$ cat src/rtl/ras_ctrl.sv
// Return-address-stack controller: classifies jal/jalr by link-register hints and sequences
// push/pop strobes. Optional perf counters are built when RAS_CTRL_PERF_EN is defined.
module ras_ctrl #(
    parameter int unsigned WIDTH = 64
) (
    input  logic             clk_i,
    input  logic             rst_i,
    input  logic             flush_i,
    input  logic             in_valid_i,
    output logic             in_ready_o,
    input  logic [WIDTH-1:0] in_pc_i,
    input  logic             in_jal_i,
    input  logic             in_jalr_i,
    input  logic [4:0]       in_rd_i,
    input  logic [4:0]       in_rs1_i,
    output logic             ras_push_o,
    output logic             ras_pop_o,
    output logic [WIDTH-1:0] ras_addr_o,
    input  logic [WIDTH-1:0] ras_top_i,
    input  logic             ras_empty_i,
    input  logic             ras_full_i,
    output logic             pred_valid_o,
    output logic [WIDTH-1:0] pred_target_o,
    output logic             pred_miss_o,
    output logic [31:0]      perf_push_o,
    output logic [31:0]      perf_pop_o,
    output logic [31:0]      perf_miss_o
);

    typedef enum logic [1:0] {ClsNone, ClsPush, ClsPop, ClsPopPush} cls_e;
    typedef enum logic [0:0] {StIdle, StPushPend} state_e;

    state_e           r_state, w_state_d;
    cls_e             w_cls;
    logic [WIDTH-1:0] r_pc;
    logic             r_pred_valid, r_pred_miss;
    logic [WIDTH-1:0] r_pred_target;
    logic             w_rd_link, w_rs1_link;
    logic             w_accept, w_ready, w_push, w_pop, w_pop_req;
    logic [WIDTH-1:0] w_addr;
    logic             w_unused_full;

    // A full stack simply overwrites its oldest entry, so fullness never stalls.
    assign w_unused_full = ras_full_i;

    assign w_rd_link  = (in_rd_i == 5'd1) || (in_rd_i == 5'd5);
    assign w_rs1_link = (in_rs1_i == 5'd1) || (in_rs1_i == 5'd5);

    always_comb begin
        w_cls = ClsNone;
        if (in_jal_i && !in_jalr_i) begin
            if (w_rd_link) w_cls = ClsPush;
        end else if (in_jalr_i && !in_jal_i) begin
            if (!w_rd_link && w_rs1_link)     w_cls = ClsPop;
            else if (w_rd_link && !w_rs1_link) w_cls = ClsPush;
            else if (w_rd_link && w_rs1_link)
                w_cls = (in_rd_i == in_rs1_i) ? ClsPush : ClsPopPush;
        end
    end

    always_comb begin
        w_state_d = r_state;
        w_ready   = 1'b0;
        w_accept  = 1'b0;
        w_push    = 1'b0;
        w_pop_req = 1'b0;
        w_addr    = '0;
        unique case (r_state)
            StIdle: begin
                w_ready  = 1'b1;
                w_accept = in_valid_i & ~flush_i;
                if (w_accept) begin
                    unique case (w_cls)
                        ClsPush: begin
                            w_push = 1'b1;
                            w_addr = in_pc_i;
                        end
                        ClsPop:   w_pop_req = 1'b1;
                        ClsPopPush: begin
                            w_pop_req = 1'b1;
                            w_state_d = StPushPend;
                        end
                        default: ;
                    endcase
                end
            end
            StPushPend: begin
                w_state_d = StIdle;
                if (!flush_i) begin
                    w_push = 1'b1;
                    w_addr = r_pc;
                end
            end
            default: w_state_d = StIdle;
        endcase
    end

    assign w_pop = w_pop_req & ~ras_empty_i;

    // Strobes are forced low while reset is held so they match the register reset values.
    assign in_ready_o = w_ready | ~rst_i;
    assign ras_push_o = w_push & rst_i;
    assign ras_pop_o  = w_pop & rst_i;
    assign ras_addr_o = rst_i ? w_addr : '0;

    always_ff @(posedge clk_i or negedge rst_i) begin
        if (!rst_i) begin
            r_state       <= StIdle;
            r_pc          <= '0;
            r_pred_valid  <= 1'b0;
            r_pred_miss   <= 1'b0;
            r_pred_target <= '0;
        end else begin
            r_state       <= w_state_d;
            r_pred_valid  <= w_pop_req;
            r_pred_miss   <= w_pop_req & ras_empty_i;
            r_pred_target <= w_pop ? ras_top_i : '0;
            if (w_accept && w_cls == ClsPopPush) r_pc <= in_pc_i;
        end
    end

    assign pred_valid_o  = r_pred_valid;
    assign pred_miss_o   = r_pred_miss;
    assign pred_target_o = r_pred_target;

`ifdef RAS_CTRL_PERF_EN
    logic [31:0] r_perf_push, r_perf_pop, r_perf_miss;

    always_ff @(posedge clk_i or negedge rst_i) begin
        if (!rst_i) begin
            r_perf_push <= '0;
            r_perf_pop  <= '0;
            r_perf_miss <= '0;
        end else begin
            if (w_push)                   r_perf_push <= r_perf_push + 32'd1;
            if (w_pop)                    r_perf_pop  <= r_perf_pop + 32'd1;
            if (w_pop_req && ras_empty_i) r_perf_miss <= r_perf_miss + 32'd1;
        end
    end

    assign perf_push_o = r_perf_push;
    assign perf_pop_o  = r_perf_pop;
    assign perf_miss_o = r_perf_miss;
`else
    assign perf_push_o = '0;
    assign perf_pop_o  = '0;
    assign perf_miss_o = '0;
`endif

endmodule
$ cat config.mk
export PLATFORM = sky130hd
export DESIGN_NAME = ras_ctrl
export DESIGN_NICKNAME = d
export VERILOG_FILES = /design/src/rtl/ras_ctrl.sv
export SDC_FILE = /design/constraint.sdc
export NUM_CORES = 1
export LEC_CHECK = 0
export ABC_AREA = 1
export CAP_MARGIN = 20
export CORE_UTILIZATION = 30
export DETAILED_ROUTE_END_ITERATION = 7
export GPL_ROUTABILITY_DRIVEN = 0
export GPL_TIMING_DRIVEN = 0
export HOLD_SLACK_MARGIN = 0.02
export PLACE_DENSITY = 0.73
export SYNTH_ARGS = -nofsm -noshare
export SYNTH_HDL_FRONTEND = slang
export SYNTH_SLANG_ARGS = --single-unit
$ cat constraint.sdc
create_clock -name clk_i -period 1.4 [get_ports clk_i]
set_input_delay 0.28 -clock clk_i [delete_from_list [all_inputs] [get_ports clk_i]]
set_output_delay 0.28 -clock clk_i [all_outputs]
set_load 0.01 [all_outputs]
# == Word level (Yosys, flattened, before mapping) ==
# Cells that the tools add are included.
# word_totals
elab_cells,61
in_bits,146
ff_bits,131
out_inout_bits,229
# op_classes
n_eq_ne,8
bitwise,10
n_mux,25
n_reduce_logical,13
# ops
operator,count
$mux W64,5
$pmux W64 S2,1
$mux W2,6
$mux W1,11
$eq A5 B1 Y1 const B,2
$eq A5 B3 Y1 const B,2
$logic_and A1 B1 Y1,6
$and A1 B1 Y1,5
$eq A5 B5 Y1,1
$eq A2 B2 Y1 const B,2
$logic_not A1 Y1,4
$not A1 Y1,4
$pmux W1 S2,2
$eq A2 B1 Y1 const B,1
$logic_or A1 B1 Y1,2
$reduce_or A2 Y1,1
$or A1 B1 Y1,1

# == Depth between registers and ports, before layout ==
# Gate-level depths: netlist (run 1).
# logic_depth
ltp_word,15
mapped_depth,11
ltp_nobuf,9

# == Least setup slack after synthesis (run 1) ==
# Ideal clock, no wire load.
# synth_timing
kind,reg2out
from,register r_state
to,output ras_addr_o[23]
t_arrival_ps,1215
path_stages_with_launch,5
required_ps,1120
path_slack_ps,-95
n_path_buf,1
cell_sequence,dfrtp_1 -> nor2_4 -> clkbuf_1 -> nand2_1 -> o21ai_1
# synth_between
elab_chain_len,3
# synth_lines
element,line,rtl
"start, declared",33,"state_e r_state, w_state_d;"
"start signal, assigned",108,r_state <= StIdle;
"start signal, assigned",114,r_state <= w_state_d;
$not A1 Y1,--,
$pmux W64 S2 *,68,unique case (r_state)
$mux W64 *,104,assign ras_addr_o = rst_i ? w_addr : '0;
"end, declared",18,"output logic [WIDTH-1:0] ras_addr_o,"
# Mark *: on every way between the ends. The rest lies on a longest branch, timed or not.

# == Final worst setup path (run 1) ==
# layout_timing
from,register r_state
to,output ras_addr_o[27]
# Same word-level chain as after synthesis.

==> results of run 1 <==
-- layer usage --
layer  global-route usage  part of all wire  up-vias
li1                     -                 -     3400
met1                0.224              0.38     3245
met2                0.336              0.50      313
met3               0.0735             0.098       21
met4               0.0601             0.013        0
met5                    0                 0        -
-- timing repair --
action / 4_1_cts / 5_1_grt
pin swaps: 31 / 22
hold buffers: 8 / 1
cloned: 8 / 11
resized for setup: 492 / 69
buffers inserted: 18 / 7
setup endpoints to repair: 260 / 223
endpoints found under the hold margin: 63 / 17
-- synthesized netlist by cell type --
| library cell | number |
|---|---|
| o21ai_0 | 32 |
| inv_2 | 3 |
| buf_6 | 8 |
| buf_4 | 98 |
| nor2_2 | 2 |
| a21oi_1 | 2 |
| nand2_1 | 205 |
| buf_12 | 5 |
| conb_1 | 1 |
| nand4_1 | 64 |
| inv_1 | 78 |
| buf_2 | 33 |
| clkbuf_1 | 8 |
| nand2_2 | 3 |
| nor2_4 | 52 |
| nand3_2 | 2 |
| nor2_1 | 20 |
| clkbuf_2 | 4 |
| dfrtp_1 | 131 |
| nand3_1 | 65 |
| o21ai_1 | 31 |
-- how the worst max path moves through the flow --
stage	from	end	slack [ns]	cells past startpoint
global placement	rst_i	ras_addr_o[30]	-7.18	7
floorplan	in_rd_i[1]	ras_addr_o[11]	-0.04	8
global route	r_state	ras_addr_o[27]	-0.66	7
finish	r_state	ras_addr_o[27]	-0.58	7
CTS	r_state	ras_addr_o[3]	-0.62	6
detailed placement	rst_i	ras_addr_o[30]	-1.87	8
-- through the flow --
stage | util | worst slack, ns
floorplan | - | -0.0380
global placement | 0.459 | -7.18
detailed placement | 0.460 | -1.87
CTS | 0.507 | -0.622
global route | 0.528 | -0.655
finish | 0.528 | -0.584
-- sequential cells by signal (all words and copies together), names as in the netlist --
name           cells
pred_miss_o        1
pred_target_o     64
pred_valid_o       1
r_pc              64
r_state            1
-- cells in the final DEF (no fill, tap or decap), drive strengths merged --
cell type      instances
buf                  248
nand2                209
dfrtp                131
clkdlybuf4s50        129
conb                  96
inv                   88
nor2                  74
nand3                 67
nand4                 64
o21ai                 63
dlygate4sd2           49
clkbuf                41
clkdlybuf4s15         25
clkinv                 8
dlygate4sd3            5
bufbuf                 3
a21oi                  2
dlymetal6s2s           1
-- worst min-delay path, cell delays in order --
cell and delay (ns):
clkdlybuf4s50_1 0.39, inv_1 0.05, nor2_1 0.04
-- cell families after synthesis --
family | count (synthesis)
AOI/OAI and AO/OA | 65
buffers and inverters | 237
DFF | 131
other | 1
and+or+nand+nor | 413
-- area by class of cell --
| cell class | count | share of cell area |
|---|---|---|
| Tap cell | 319 | 0.0320 |
| Multi-Input combinational cell | 575 | 0.254 |
| Buffer | 156 | 0.115 |
| Clock inverter | 15 | 0.0132 |
| Timing Repair Buffer | 328 | 0.264 |
| Sequential cell | 131 | 0.263 |
| Inverter | 81 | 0.0252 |
| Clock buffer | 17 | 0.0341 |
-- power by group through the flow --
stage	Clock [uW]	Sequential [uW]	Combinational (uW)
after global routing	4730	3800	1540
after global placement	0	3870	1150
final	4450	3800	1410
after floorplan	0	3870	558
after detailed placement	0	3870	1170
after CTS	4570	3800	1350
==> summary.md, run 1 <==
| Metric | Value |
|---|---|
| Status | finished, violations left |
| Violated checks | negative setup slack |
| DIE AREA | 24800 sq um |
| Largest cells by area after synthesis | dfrtp_1, nand2_1, buf_4 |
| 1st-iter DRT viols | about 370 |
| First-pass GRT wire length | 36.5 mm |
| Total track usage | 0.196 |
| Deepest clock path buffer count | 2 |
| Vias/cell | 4.30 |
| Via count | around 7000 |
| Hold Vio Cnt, Final | 0 |
| Core ar. | approximately 24000 sq um |
| Worst hold path type | in -> reg |
| #FFs+latches synth | 131 |
| Die width | 158 um |
| Multi-input logic area | 3170 sq um |
| Final worst path period share | 1.42 |
| Antenna violations before repair | 0 |
| RSZ-0062 raised after global routing | yes |
| Crit-path leading delay family | buffers and inverters |
| Clk sink count | 131 |
| Vias in the first global route | 6684 |
| Static Leak | 0.00676 uW |
| Final Power | 9660 uW |
| Worst-case reg-to-reg path depth | 8 |
| Simple-gate share of the synthesized area | 0.304 |
| Sum Neg Setup Slack | -44.84 ns |
| Sw Share | 0.280 |
| CP max stage cell | dfrtp_2 |
| Clock power frac | 0.461 |
| Drt drc | 0 |
| Fmax | 504 MHz |
| Design area | 12500 sq um |
| Routed Antenna Nets | 0 |
| Largest family of logic cells by synthesized area | simple AND/OR/NAND/NOR gates |
| Area after DPL | 10900 sq um |
| Register area | 3280 sq um |
| Final net count | between 1000 and 1500 |
| Initial Utilization | 0.307 |
| Grt total ovfl | 0 |
| Io pins | 375 |
| Setup crit start kind | flop |
| VDD IR max | about 0.00070 V |
| Crit end category | primary output |
| Max Slew Vio Count | 0 |
| Worst Setup Path Type | reg -> out |
| Sequential area share after synthesis | 0.452 |
| R2R Setup Slk | -0.13 ns |
| Post-Synth XOR/XNOR Area | 0 |
| H-tree levels | 4 |
| Synth area leader | dfrtp_1 |
| Worst R2R Start | r_state |
| Fin Clk Skew | 0.0125 ns |
| Min cycle time layout | 1.98 ns |
| DR WL/cell | 15.4 um |
| Int Power | about 7000 uW |
| Layout cells sized above 1 | 0.322 |
| Area Growth Syn to Fin | 71.8% |
| Clk_lat worst skew | 0.43 ns |
| Final hold slack | 0.362 ns |
| Synthesized cell area | roughly 7300 sq um |
| Unique masters post-synth | 21 |
| Final wirelength | 25.0 mm |
| Diode count | 0 |
| Non-Filler Instances | between 1500 and 2000 |
| Comb power frac | 0.146 |
| Cells after synthesis | 847 |
| P_sw | around 2700 uW |
| Die height | 158 um |
| Worst path required time | 1.12 ns |
| Pwr Density | ~770 nW/um^2 |
| Post-synth top area share | 0.452 |
| Synth Area in Compound Gates | 0.0448 |
| Pin count of the biggest net entering global routing | 36 |
| WP buf/inv | 4 |
| Warnings, synthesis | 0 |
| Clock tree from TritonCTS | done |
| HPWL Detailed | between 15 and 20 mm |
| CP max stage delay | 0.44 ns |
| Mux share of post-synthesis cell area | 0 |
| First-pass iteration count of the detailed router | 4 |
| FILL cells | 2206 |
| Number of port buffers | 277 |
| Sequential power share | 0.393 |
| CP cell instances | nor2_4 -> buf_12 -> clkbuf_16 -> buf_6 -> nand2_2 -> o21ai_2 -> buf_2 |
| WP data arrival | 1.70 ns |
| FF-to-FF End | r_pc[52] |
| Placed Cells | 1539 |
| Final setup vio count | 182 |
| Final setup margin | -0.584 ns |
| Rows | 56 |
| Post-synthesis adder-cell area fraction | 0 |
| Max cap viols | 0 |
| Clock transition at path regs | roughly 0.08 ns |
| Worst Min Path Start | ras_top_i[11] |
| Synthesized area per cell | about 8.6 sq um |
| Hold Crit Depth | 3 |
| Crit Path Max Fanout | 6 |
| Clk root buf | clkbuf_16 |
| Min-Delay Endpoint | pred_target_o[11] |
| Cts bufs inserted | 17 |
No activity file was read; power rests on OpenSTA's default activity.
==> run 2: changes to the inputs <==
--- a/config.mk
+++ b/config.mk
@@ -7,12 +7,13 @@
 export LEC_CHECK = 0
 export ABC_AREA = 1
 export CAP_MARGIN = 20
-export CORE_UTILIZATION = 30
+export CORE_AREA = 2 2 144 146
 export DETAILED_ROUTE_END_ITERATION = 7
+export DIE_AREA = 0 0 146 148
 export GPL_ROUTABILITY_DRIVEN = 0
 export GPL_TIMING_DRIVEN = 0
 export HOLD_SLACK_MARGIN = 0.02
-export PLACE_DENSITY = 0.73
+export PLACE_DENSITY = 0.84
 export SYNTH_ARGS = -nofsm -noshare
 export SYNTH_HDL_FRONTEND = slang
 export SYNTH_SLANG_ARGS = --single-unit
==> summary.md, run 2 (synthesis gave the netlist of run 1 again) <==
| Metric | Value |
|---|---|
| Drt drc | 0 |
| Deepest clock path buffer count | 2 |
| Most frequent cells in the layout | nand2_1, dfrtp_1, clkdlybuf4s50_1 |
| Io pins | 375 |
| Sum Neg Setup Slack | -45.16 ns |
| Area after DPL | roughly 11000 sq um |
| Worst path required time | 1.12 ns |
| VDD IR max | around 0.00076 V |
| WL met3 | 2.34 mm |
| Clk root buf | clkbuf_16 |
| DR WL/cell | between 15 and 20 um |
| Layout cells sized above 1 | 0.320 |
| Min cycle time layout | 1.94 ns |
| Status | finished, violations left |
| Final setup vio count | 181 |
| H-tree levels | 4 |
| Pwr Density | 799 nW/um^2 |
| Final wirelength | 24.8 mm |
| Final worst path period share | 1.39 |
| Worst Setup Path Type | reg -> out |
| Max Slew Vio Count | 0 |
| Worst hold path type | in -> reg |
| Fmax | 515 MHz |
| 1st-iter DRT viols | 275 |
| Cts bufs inserted | 17 |
| DIE AREA | between 20000 and 25000 sq um |
| Commonest non-fill, non-tap cell in the layout | nand2_1 |
| Pin count of the biggest net entering global routing | 72 |
| Crit Path Max Fanout | 10 |
| Hold Vio Cnt, Final | 0 |
| WP buf/inv | 3 |
| Setup crit start kind | flop |
| Final Power | approximately 9700 uW |
| Met1 WL | 8.95 mm |
| Final hold slack | 0.382 ns |
| Die height | 148 um |
| Grt total ovfl | 0 |
| Total track usage | 0.225 |
| RSZ-0062 raised after global routing | yes |
| Die width | 146 um |
| Clk sink count | 131 |
| Rows | 52 |
| Via count | 7109 |
| Top layer in use | met4 |
| HPWL Detailed | 17.0 mm |
| Static Leak | 0.00670 uW |
| Initial Utilization | 0.362 |
| Number of port buffers | ~280 |
| Vias/cell | 4.56 |
| Violated checks | negative setup slack |
| CP max stage delay | 0.44 ns |
| Routed Antenna Nets | 0 |
| CP max stage cell | dfrtp_2 |
| Final setup margin | -0.541 ns |
| Crit end category | primary output |
| CP cell instances | nor2_4 -> buf_12 -> buf_8 -> nand2_1 -> o21ai_4 -> buf_6 |
| Met2 wire length | 12.8 mm |
| Vias in the first global route | 7189 |
| Area Growth Syn to Fin | 67.5% |
| Design area | 12200 sq um |
| Core ar. | 20000 sq um |
| Diode count | 0 |
| Max cap viols | 0 |
| Clk_lat worst skew | 0.41 ns |
| Crit-path leading delay family | flip-flops |
| First-pass GRT wire length | 38.1 mm |
| Clock transition at path regs | approximately 0.070 ns |
| Clock tree from TritonCTS | done |
| Fin Clk Skew | about 0.0054 ns |
| WP data arrival | 1.66 ns |
| Final net count | 1423 |
| Antenna violations before repair | 0 |
| First-pass iteration count of the detailed router | 5 |
-- run 2: power by group --
part	switching (uW)	total [uW]	internal (uW)	leakage, uW
sequential	4.66	3800	3790	0.00183
clock	1900	4590	2690	0.000283
combinational	626	1330	700	0.00459
-- run 2: metrics by stage --
stage                     instances   util  setup WS [ns]
final                          1560  0.607         -0.541
after global routing           1560  0.607         -0.624
after CTS                      1551  0.597         -0.553
after detailed placement       1490  0.539          -1.54
after global placement         1489  0.538          -6.91
after floorplan                 942      -        -0.0380
-- run 2: path summary, 6_finish.rpt --
path,startpoint,end,slack [ns],cells past startpoint
max,r_state,ras_addr_o[62],-0.54,6
min reg2reg,r_pc[36],r_pc[36],0.47,2
max reg2reg,r_state,r_pc[62],-0.18,9
max in group asynchronous,rst_i,pred_target_o[21],0.31,4
min,ras_top_i[5],pred_target_o[5],0.38,3
min in group asynchronous,rst_i,r_pc[39],0.49,2
-- run 2: area by class of cell --
class	instances	area, sq um
Buffer	155	1430
Inverter	81	312
Tap cell	270	338
Clock inverter	14	166
Clock buffer	18	429
Fill cell	1721	7880
Sequential cell	131	3280
Multi-Input combinational cell	575	3170
Timing Repair Buffer	316	3030
-- run 2: worst register-to-register path: cells and delay by family, from the launching register on --
kind	cells	cell delay (ns)
simple gates	4	0.31
flops	1	0.44
buf+inv	5	0.71
-- run 2: what timing repair did --
item                                    CTS  global route
gates resized for setup                 515            32
hold endpoints to repair                 60            66
pin swaps                                25             6
endpoints found under the setup margin  254           193
gates cloned                             11             2
setup buffers                            19             4
-- run 2: per-layer routing --
metal	track usage	vias to the layer above
li1	-	3373
met1	0.245	3353
met2	0.400	342
met3	0.0880	41
met4	0.0772	0
met5	0	-
